**src/rtl/stack_cmd_sequencer_pkg.sv**
```systemverilog
// -----------------------------------------------------------------------------
// stack_cmd_sequencer_pkg
// Shared definitions for the stack command front-end:
//   - DW       : data width of the LIFO stack macro
//   - OP_PUSH / OP_POP : command opcode encodings (00/11 are illegal)
//   - state_e  : sequencer state enumeration
// -----------------------------------------------------------------------------
package stack_cmd_sequencer_pkg;

    localparam int DW = 8;

    localparam logic [1:0] OP_PUSH = 2'b01;
    localparam logic [1:0] OP_POP  = 2'b10;

    typedef enum logic [2:0] {
        IDLE  = 3'd0,
        ALIGN = 3'd1,
        EXEC0 = 3'd2,
        EXEC1 = 3'd3,
        CAPT  = 3'd4,
        ERR   = 3'd5,
        DONE  = 3'd6
    } state_e;

endpackage

```
**src/rtl/stack_cmd_sequencer_depth.sv**
```systemverilog
// -----------------------------------------------------------------------------
// stack_depth_tracker
// Saturating up/down counter of stack occupancy with registered flags.
// Ports:
//   clk_i, rst_i  : clock, synchronous active-high reset
//   inc_i, dec_i  : one-cycle requests to add / remove one entry
//   depth_o       : current entry count (0..DEPTH)
//   full_o        : depth_o == DEPTH
//   empty_o       : depth_o == 0
// -----------------------------------------------------------------------------
module stack_depth_tracker #(
    parameter int DEPTH = 256,
    parameter int CW    = 9
) (
    input  logic          clk_i,
    input  logic          rst_i,
    input  logic          inc_i,
    input  logic          dec_i,
    output logic [CW-1:0] depth_o,
    output logic          full_o,
    output logic          empty_o
);

    localparam logic [CW-1:0] DEPTH_C = CW'(DEPTH);
    localparam logic [CW-1:0] ZERO_C  = {CW{1'b0}};
    localparam logic [CW-1:0] ONE_C   = {{(CW-1){1'b0}}, 1'b1};

    logic [CW-1:0] depth_q;
    logic [CW-1:0] depth_d;
    logic          full_q;
    logic          empty_q;

    // Next depth: the guards keep the count inside 0..DEPTH even if a
    // request arrives at a boundary.
    always_comb begin
        depth_d = depth_q;
        if (inc_i && !dec_i && (depth_q != DEPTH_C)) begin
            depth_d = depth_q + ONE_C;
        end else if (dec_i && !inc_i && (depth_q != ZERO_C)) begin
            depth_d = depth_q - ONE_C;
        end else begin
            depth_d = depth_q;
        end
    end

    // Counter and flags registered together so the flags always match depth.
    always_ff @(posedge clk_i) begin
        if (rst_i) begin
            depth_q <= ZERO_C;
            full_q  <= 1'b0;
            empty_q <= 1'b1;
        end else begin
            depth_q <= depth_d;
            full_q  <= (depth_d == DEPTH_C);
            empty_q <= (depth_d == ZERO_C);
        end
    end

    assign depth_o = depth_q;
    assign full_o  = full_q;
    assign empty_o = empty_q;

endmodule

```
**src/rtl/stack_cmd_sequencer.sv**
```systemverilog
// -----------------------------------------------------------------------------
// stack_cmd_sequencer
// Accepts push/pop commands on a valid/ready interface and converts each into
// the stack macro's two-cycle phase-aligned strobe pair (phase 0 then
// phase 1). Refuses overflow, underflow and illegal opcodes, and returns one
// response pulse per command.
// Ports:
//   clk, rst              : clock (shared with stack), sync active-high reset
//   cmd_valid/cmd_ready   : command handshake
//   cmd_op, cmd_data      : opcode (01 push, 10 pop) and push byte
//   stack_push/stack_pop  : strobes to the stack macro
//   stack_din/stack_dout  : stack write data / stack output byte
//   rsp_valid/rsp_data/rsp_err : one-cycle response, data and refusal flag
//   depth, full, empty    : occupancy status
// -----------------------------------------------------------------------------
module stack_cmd_sequencer
    import stack_cmd_sequencer_pkg::*;
#(
    parameter int DEPTH = 256,
    parameter int CW    = 9
) (
    input  logic          clk,
    input  logic          rst,
    input  logic          cmd_valid,
    output logic          cmd_ready,
    input  logic [1:0]    cmd_op,
    input  logic [DW-1:0] cmd_data,
    output logic          stack_push,
    output logic          stack_pop,
    output logic [DW-1:0] stack_din,
    input  logic [DW-1:0] stack_dout,
    output logic          rsp_valid,
    output logic [DW-1:0] rsp_data,
    output logic          rsp_err,
    output logic [CW-1:0] depth,
    output logic          full,
    output logic          empty
);

    state_e        state_q;
    logic          phase_q;
    logic [1:0]    op_q;
    logic [DW-1:0] data_q;
    logic          push_q;
    logic          pop_q;
    logic [DW-1:0] din_q;
    logic          cmd_ready_q;
    logic          rsp_valid_q;
    logic [DW-1:0] rsp_data_q;
    logic          rsp_err_q;

    logic          is_push_s;
    logic          is_pop_s;
    logic          refuse_s;
    logic          inc_s;
    logic          dec_s;
    logic          full_s;
    logic          empty_s;

    // Decode the offered command and decide whether it must be refused.
    always_comb begin
        is_push_s = (cmd_op == OP_PUSH);
        is_pop_s  = (cmd_op == OP_POP);
        refuse_s  = (!is_push_s && !is_pop_s)
                  || (is_push_s && full_s)
                  || (is_pop_s && empty_s);
    end

    // Depth moves on the edge that ends EXEC1, i.e. once the macro has
    // completed both halves of the operation.
    assign inc_s = (state_q == EXEC1) && push_q;
    assign dec_s = (state_q == EXEC1) && pop_q;

    stack_depth_tracker #(
        .DEPTH (DEPTH),
        .CW    (CW)
    ) u_depth (
        .clk_i   (clk),
        .rst_i   (rst),
        .inc_i   (inc_s),
        .dec_i   (dec_s),
        .depth_o (depth),
        .full_o  (full_s),
        .empty_o (empty_s)
    );

    // Sequencer FSM with registered outputs. phase_q mirrors the macro's
    // internal phase: 0 in the first cycle after reset, toggling each cycle.
    always_ff @(posedge clk) begin
        if (rst) begin
            state_q     <= IDLE;
            phase_q     <= 1'b0;
            op_q        <= 2'b00;
            data_q      <= {DW{1'b0}};
            push_q      <= 1'b0;
            pop_q       <= 1'b0;
            din_q       <= {DW{1'b0}};
            cmd_ready_q <= 1'b1;
            rsp_valid_q <= 1'b0;
            rsp_data_q  <= {DW{1'b0}};
            rsp_err_q   <= 1'b0;
        end else begin
            phase_q     <= ~phase_q;
            rsp_valid_q <= 1'b0;
            case (state_q)
                IDLE: begin
                    if (cmd_valid) begin
                        op_q        <= cmd_op;
                        data_q      <= cmd_data;
                        cmd_ready_q <= 1'b0;
                        if (refuse_s) begin
                            state_q <= ERR;
                        end else if (phase_q) begin
                            // Next cycle is phase 0: strobe straight away.
                            state_q <= EXEC0;
                            push_q  <= is_push_s;
                            pop_q   <= is_pop_s;
                            din_q   <= cmd_data;
                        end else begin
                            state_q <= ALIGN;
                        end
                    end else begin
                        state_q <= IDLE;
                    end
                end
                ALIGN: begin
                    state_q <= EXEC0;
                    push_q  <= (op_q == OP_PUSH);
                    pop_q   <= (op_q == OP_POP);
                    din_q   <= data_q;
                end
                EXEC0: begin
                    state_q <= EXEC1;
                end
                EXEC1: begin
                    state_q <= CAPT;
                    push_q  <= 1'b0;
                    pop_q   <= 1'b0;
                end
                CAPT: begin
                    // The macro registered mem[sp] at the end of EXEC1.
                    rsp_data_q  <= (op_q == OP_POP) ? stack_dout : data_q;
                    rsp_err_q   <= 1'b0;
                    rsp_valid_q <= 1'b1;
                    state_q     <= DONE;
                end
                ERR: begin
                    rsp_data_q  <= {DW{1'b0}};
                    rsp_err_q   <= 1'b1;
                    rsp_valid_q <= 1'b1;
                    state_q     <= DONE;
                end
                DONE: begin
                    cmd_ready_q <= 1'b1;
                    state_q     <= IDLE;
                end
                default: begin
                    push_q      <= 1'b0;
                    pop_q       <= 1'b0;
                    cmd_ready_q <= 1'b1;
                    state_q     <= IDLE;
                end
            endcase
        end
    end

    assign cmd_ready  = cmd_ready_q;
    assign stack_push = push_q;
    assign stack_pop  = pop_q;
    assign stack_din  = din_q;
    assign rsp_valid  = rsp_valid_q;
    assign rsp_data   = rsp_data_q;
    assign rsp_err    = rsp_err_q;
    assign full       = full_s;
    assign empty      = empty_s;

endmodule

```
**config.mk**
```make
export PLATFORM = sky130hd
export DESIGN_NAME = stack_cmd_sequencer
export DESIGN_NICKNAME = d
export VERILOG_FILES = /design/src/rtl/stack_cmd_sequencer_pkg.sv /design/src/rtl/stack_cmd_sequencer_depth.sv /design/src/rtl/stack_cmd_sequencer.sv
export SDC_FILE = /design/constraint.sdc
export NUM_CORES = 1
export LEC_CHECK = 0
export CORE_MARGIN = 3
export CORE_UTILIZATION = 45
export CTS_CLUSTER_SIZE = 20
export DETAILED_ROUTE_END_ITERATION = 7
export PLACE_DENSITY = 0.79
export SKIP_CTS_REPAIR_TIMING = 1
export SYNTH_ARGS = -nofsm -noshare
export SYNTH_HDL_FRONTEND = slang
export SYNTH_SLANG_ARGS = --single-unit
```
**constraint.sdc**
```tcl
create_clock -name clk -period 2.2 [get_ports clk]
set_input_delay 0.44 -clock clk [delete_from_list [all_inputs] [get_ports clk]]
set_output_delay 0.44 -clock clk [all_outputs]
set_load 0.02 [all_outputs]
```
# Word level (Yosys, flattened, before mapping)
# Index checks and enable logic that the tools add are counted.
# totals
latch_bits	0
mem_count	0
romBits	0
out_inout_bits	32
register_bits	46
ramBits	0
# classes
n_reduce_logical	27
order_cmp	0
div	0
n_mux	24
shifts	0
eq_ne	15
n_addsub	2
bitwise	3
mul	0
# ops
operator	count
two-way mux 8 bit	4
case mux 8 bit (2 select lines)	2
two-way mux 9 bit	2
case mux 3 bit (5 select lines)	1
adder 9 x 1 -> 9 bit, second input constant	1
equality test 3 bit, second input constant	3
equality test 9 bit, second input constant	1
logical AND 1 bit	9
zero test 9 bit	1
inequality test 9 bit, second input constant	1
nonzero test 9 bit	1
subtractor 9 x 1 -> 9 bit, second input constant	1
two-way mux 1 bit	8
AND reduction 4 bit	2
equality test 3 x 2 -> 1 bit, second input constant	2
two-way mux 3 bit	2
inequality test 2 bit, second input constant	3
case mux 1 bit (3 select lines)	2
OR reduction 5 bit	1
equality test 2 x 1 -> 1 bit, second input constant	2
equality test 2 bit, second input constant	2
zero test 1 bit	4
case mux 1 bit (2 select lines)	2
AND reduction 2 bit	2
8 further kinds	12

# Longest topological paths before layout
# depth
word_depth	8
mapped_depth	8

# Hierarchy
# From an unflattened synthesis, not the netlist that was laid out.
# hier_totals
cells_unflattened	292
area_unflattened_um2	2573.7
# by_module_without_submodules
module	area_per_inst_um2	seq_area_each_um2	cells_per_inst	instances
stack_cmd_sequencer	1671.6	700.7	185	1
stack_depth_tracker	902.1	220.2	107	1

# Worst setup path after synthesis
# Ideal clock, no wire load.
# synth_timing
path_kind	flip-flop to flip-flop
from	reg u_depth.depth_q[0] (netlist: u_depth.depth_o[0])
to	reg u_depth.empty_q (netlist: u_depth.empty_o)
required_time_ns	2.104
stages_incl_launch_ff	9
setup_slack_ns	-0.161
t_arrival_ns	2.266
synth_period_minus_slack_ns	2.361
setup_time_ns	0.096
n_path_buf	0
cell_sequence	dfxtp_1 -> inv_1 -> ha_1 -> nor4b_1 -> a211oi_4 -> nand2_1 -> o31ai_1 -> xor2_1 -> o41ai_2
# synth_between
elab_chain_len	5
word_cells_on_any_way	9
# synth_rtl
item	line_no	text
start, declared	stack_cmd_sequencer_depth.sv:28	logic [CW-1:0] depth_q;
start signal, assigned	stack_cmd_sequencer_depth.sv:53	depth_q <= depth_d;
parallel branches: the longest is 3 deep, another holds subtractor 9 x 1 -> 9 bit	--	
two-way mux 9 bit (*)	stack_cmd_sequencer_depth.sv:37	if (inc_i && !dec_i && (depth_q != DEPTH_C)) begin
zero test 9 bit (*)	stack_cmd_sequencer_depth.sv:55	empty_q <= (depth_d == ZERO_C);
end signal, assigned	stack_cmd_sequencer_depth.sv:55	
end, declared	stack_cmd_sequencer_depth.sv:31	logic empty_q;
# Mark *: on every way between the ends.
# A chain may end at the register's enable or synchronous reset.

# Worst setup path in the final report
# layout_timing
from	reg u_depth.depth_q[1] (netlist: u_depth.depth_o[1])
to	reg u_depth.empty_q (netlist: u_depth.empty_o)
# The elaborated chain is that of the path after synthesis.

==> impl_metrics.toml <==
[status]
status = "complete, no violations"

[logic_synthesis]
synth.most_common_cell = "dfxtp_1"
synthFlopType = "dfxtp_1"
synth_commonest_cells = "46 x dfxtp_1, 33 x nor2_1, 24 x nand2_1, 15 x a21oi_1, 13 x clkbuf_1"
syn_area_per_cell_sq_um = 8.990
yosysTopAreaCell = "dfxtp_1"
synth.area.top_cells = "dfxtp_1 41%, nor2_1 5.6%, mux2i_1 4.5%"
ys_seq_elements = 46
synth-async-reset-ratio = 0
yosysWarnings = 0
syn_area_sq_um = 2230
synth_top_area_frac = 0.4130
synth_edf_count = 0
synth_cell_types = 51
synth_seq_area_share = 0.4130
syn-num-nets = 271
netlist_instances = 248

[critical_path]
slowest_delay_ns = 0.47
startpoint_type = "flip-flop"
cp_max_fo = 7
cp-end-kind = "flip-flop"
crit_type = "flip-flop to flip-flop"
required_ns = 2.41
cp_slowest_cell = "or4bb_4"
worst-endpoint-arrival_ns = 2.40
crit_chain = "inv_2, ha_4, or4bb_4, o211a_4, a22oi_2, xor2_2, nand4_1, o41ai_2"

[worst_hold_path]
hold_class = "flip-flop to flip-flop"

[cells_and_area]
fin_area_sq_um = 3095
layout.nets = 342
drive_above_1_share = 0.1969
fin_cells = 385
syn2layout_area_growth_pct = 38.83
n_antenna_cell = 0
fin_util = 0.6782

[sta]
finClkSkew_ns = 0.01207
rsz0062_at_grt = "yes"
worst-slew-pin-transition_ns = 0.5590
slew_headroom = 0.6260
post-route-period-util = 0.9936
fin_ws_ns = 0.01415
hold_viol = 0
maxSlewViolCount = 0
setup_viol = 0
min_period_ns = 2.186
max_freq_mhz = 457.5

[grt]
grt_pass1_vias = 2010
grt.overflow.total = 0
antenna_found_initial = 0
grt_max_degree = 23
grt_util_all_layers = 0.1987
grt_first_pass_wirelength_microns = 9542

[route]
drc_errors = 0
drtIter0Drc = 149
routed_wl_microns = 5864
antenna_left = 0
dr.pass1.iters = 4
via_per_inst = 5.392
wl_per_cell_microns = 15.23
vias = 2076

[placed_design]
port_buffers = 52
dp_hpwl_microns = 4241
place_inst = 373
placed_area_sq_um = 2952
pre_cts_slack_ns = -0.04701
routabilityCongestion = 0.9229

[power]
ir_drop_v = 0.0004007
leakage_uw = 0.001136
fin_total_pwr_uw = 2043
p_per_area_nw_per_um2 = 659.9

[cts]
numCtsBuffers = 5
clock_path_buffers = 2
root_buffer = "clkbuf_8"
insertion_delay_ns = 0.31
cts_tree = "built"
h-tree-depth = 2
clk_pin_slew_ns = 0.09
clock-sinks = 46

[die]
rows = 24
die_x_microns = 76.39
start_util = 0.4885
pin_count = 53
chipHeight_microns = 76.39
die-area_sq_um = 5835
coreArea_sq_um = 4564

[job]
max_cap_viol_count = 0
through the flow:
step	hold WS, ns	TNS (ns)
3_5_place_dp	0.4390	-0.05264
5_1_grt	0.4883	-0.1289
6_report	0.4574	0
3_3_place_gp	0.4253	0
4_1_cts	0.4611	-0.1506
2_1_floorplan	0.4137	0
critical path, delay by kind of cell (launching register included):
family                     cells  cell delay, ns
buffers and inverters          1            0.08
DFF                            1            0.33
and+or+nand+nor                2            0.60
AOI/OAI and AO/OA              3            0.71
adders and majority gates      1            0.15
xor gates and xnor gates       1            0.22
cells in the final DEF, fill, tap and decap left out, types with 5 or more instances in the layout:
| cell type | synthesis | routed |
|---|---|---|
| clkdlybuf4s50_1 | 0 | 52 |
| dfxtp_1 | 46 | 44 |
| nor2_1 | 33 | 33 |
| buf_4 | 1 | 27 |
| nand2_1 | 24 | 24 |
| a21oi_1 | 15 | 15 |
| mux2i_1 | 10 | 10 |
| a211oi_1 | 8 | 8 |
| mux2_2 | 8 | 8 |
| a22oi_1 | 8 | 8 |
| clkbuf_8 | 0 | 5 |
worst paths after layout:
check                                startpoint                    endpoint  slack [ns]  cells past startpoint
hold reg to reg              phase_q$_SDFF_PP0_          phase_q$_SDFF_PP0_        0.46                      1
setup / recovery  u_depth.depth_o[1]$_SDFF_PP0_  u_depth.empty_o$_SDFF_PP1_        0.01                      8
hold / removal               phase_q$_SDFF_PP0_          phase_q$_SDFF_PP0_        0.46                      1
setup reg to reg  u_depth.depth_o[1]$_SDFF_PP0_  u_depth.empty_o$_SDFF_PP1_        0.01                      8
logic make-up after synthesis:
group / share of synthesized area
adder cells (fa/ha/maj): 0.01122
AND/OR/NAND/NOR: 0.2323
buffers and inverters: 0.03704
flip-flops: 0.4130
multiplexers: 0.08530
XOR/XNOR: 0.02694
AO/OA/AOI/OAI: 0.1942
report_power, final:
group	leakage (uW)	switching, uW	total [uW]	internal, uW
clock	0.0000447	315	545	230
combinational	0.000716	285	551	265
sequential	0.000376	45.2	947	902
total	0.00114	646	2040	1400
flip-flops by register name, summed over array words and instances (netlist names), 2 cells and up:
name,cells
u_depth.depth_o,9
data_q,8
rsp_data,8
op_q,2
state_q,3
stack_din,8
layer usage:
layer  vias up  share of wire  track usage  wire length (microns)
met1       955           0.47       0.2675                   2734
li1       1038              -            -                      -
met3         9          0.059      0.03783                    344
met4         0          0.015      0.05978                     89
met5         -              0            0                      0
met2        74           0.46       0.3225                   2695
layout make-up:
cell class	instances	area, sq um
tap	65	81.33
sequential	46	923.4
multi-input combinational	183	1259
clock buffer	5	68.82
fill	357	1469
timing repair buffer	79	723.2
inverter	4	15.01
clock inverter	3	25.02
Note: power is estimated with default switching activity, not from simulation.
==> patch: new RTL, config.mk and constraints unchanged <==
Put one more register stage on the output `rsp_err`. The value now appears one clock later. The other outputs are not delayed to match. Comments in the files are not updated.
--- a/src/rtl/stack_cmd_sequencer.sv
+++ b/src/rtl/stack_cmd_sequencer.sv
@@ -170,7 +170,9 @@
     assign stack_din  = din_q;
     assign rsp_valid  = rsp_valid_q;
     assign rsp_data   = rsp_data_q;
-    assign rsp_err    = rsp_err_q;
+    always_ff @(posedge clk) begin
+        rsp_err <= rsp_err_q;
+    end
     assign full       = full_s;
     assign empty      = empty_s;
 
Function: changed (a bounded check fails within 4 cycles, from zero or initial values and one cycle with rst high).
==> patch against the unedited design <==
- the run now ends with negative setup slack left
- final cell count up 1.8%
- clock skew grew 0.0035 ns
- total power increased by 5.5%
- sequential cell count grew 1
- routed wire length shrank 0.32%
- global-route usage rose by 0.31 points
- utilization down 1.8 points
- setup slack lost 0.017 ns
- final area grew 2.1%
- synthesized area is 0.90% higher
- highest routed layer unchanged
==> patch: results (changes against the unedited design) <==
Hold Path Depth = 0 (-1)
vias in the first global route = 2008 (-0.10%)
setup TNS = -0.002496 ns (-0.002496 ns)
clock-cell share of area = 3.563% (+0.53 points)
Seq/Total Area, Yosys = 41.82% (+0.52 points)
CP max FO = 6 (-1)
Non-clk bufs = 83 (+5.1%)
leakage = 1.177 nW (+3.6%)
DP Worst Slack = -0.01457 ns (+0.03244 ns)
reg2reg start = u_depth.depth_o[0]
routed len/inst = 14.91 µm (-2.1%)
peak supply drop = 0.5673 mV (+42%)
Setup Crit Path Kind = flop to flop
pin count of the biggest net entering global routing = 20 (-13%)
status = finished, violations left
Clock Tree Root = clkbuf_8
htree depth = 2 (unchanged)
Final setup viols = 1 (+1)
layout clock buffer count = 5 (unchanged)
DP Area = 3004 µm² (+1.8%)
Placed Cells = 380 (+1.9%)
Worst Hold End = rsp_err
Synth area leaders = dfxtp_1, nor2_1, mux2i_1, mux2_2, nand2_1
initial antenna violation count = 0 (unchanged)
WHS = 0.3611 ns (-0.09636 ns)
Worst EP arrival = 2.38 ns (-0.02 ns)
area of the multi-input gates = 1252 µm² (-0.50%)
Slew headroom = 66.22% (+3.6 points)
DRT Pass-1 Iters = 4 (unchanged)
design area = 3161 µm² (+2.1%)
fin nets = 347 (+1.5%)
Syn Nets = 272 (+0.37%)
placer's final routability congestion estimate = 0.9151 (-0.85%)
clock skew = 0.01559 ns (+0.003524 ns)
final cell count without fillers = 392 (+1.8%)
# diodes = 0 (unchanged)
Seq/total area = 29.85% (about the same)
mean area per synthesized cell = 9.035 µm² (+0.49%)
vias = 2102 (+1.3%)
Synth top cells by count = dfxtp_1, nor2_1, nand2_1, a21oi_1, clkbuf_1
Non-clock buffer share = 23.83% (+0.47 points)
Largest register FFs = 9 (unchanged)
worst setup margin = -0.002496 ns (-0.01664 ns)
Skew-Pair Late Insertion Delay = 0.31 ns (about the same)
nonclk inv count = 4 (unchanged)
failing checks = negative setup slack
multi-input gates = 183 (unchanged)
starting DRC count in detailed routing = 135 (-9.4%)
DP Wirelength = 4.326 mm (+2.0%)
fin util = 66.04% (-1.8 points)
first-pass GRT wire length = 9.549 mm (about the same)
Ys Warns = 0 (unchanged)
GRT Util Overall = 20.18% (+0.31 points)
share of post-route cells with drive strength above 1 = 20.31% (+0.62 points)
Fill cells = 399 (+12%)
worst hold start = rsp_err_q
CTS clk-pin slew, worst paths = 0.08 ns
CTS Sinks = 47 (+2.2%)
Unique masters post-synth = 51 (unchanged)
Setup crit end = u_depth.empty_o
patch: cells by family (layout without fill, tap and decap cells):
group	count (synthesis)	after routing	share of synthesized area [%]
simple gates	101	101	23.03
compound gates	56	56	19.24
flops	47	47	41.82
buf+inv	19	95	3.671
mux	18	18	8.454
xor+xnor	6	6	2.670
fa+ha+maj	2	2	1.112
patch: report_power, final:
part	leakage (nW)	internal, mW	switching, mW
combinational	0.735	0.269	0.289
sequential	0.384	0.921	0.0442
clock	0.0581	0.338	0.294
patch: per-layer routing:
metal / vias up / GRT usage (%) / part of all wire [%]
met1: 986 / 26.58 / 47
met5: - / 0 / 0
met2: 54 / 30.84 / 45
met3: 14 / 5.516 / 5.4
met4: 0 / 8.877 / 2.1
li1: 1048 / - / -
patch: critical path, stage by stage, from the launching register on:
cell,delay (ns)
dfxtp_2,0.33
inv_2,0.07
ha_4,0.16
or4bb_4,0.48
o211a_4,0.30
nand3_1,0.12
a21boi_0,0.14
o21ai_0,0.36
o41ai_2,0.12
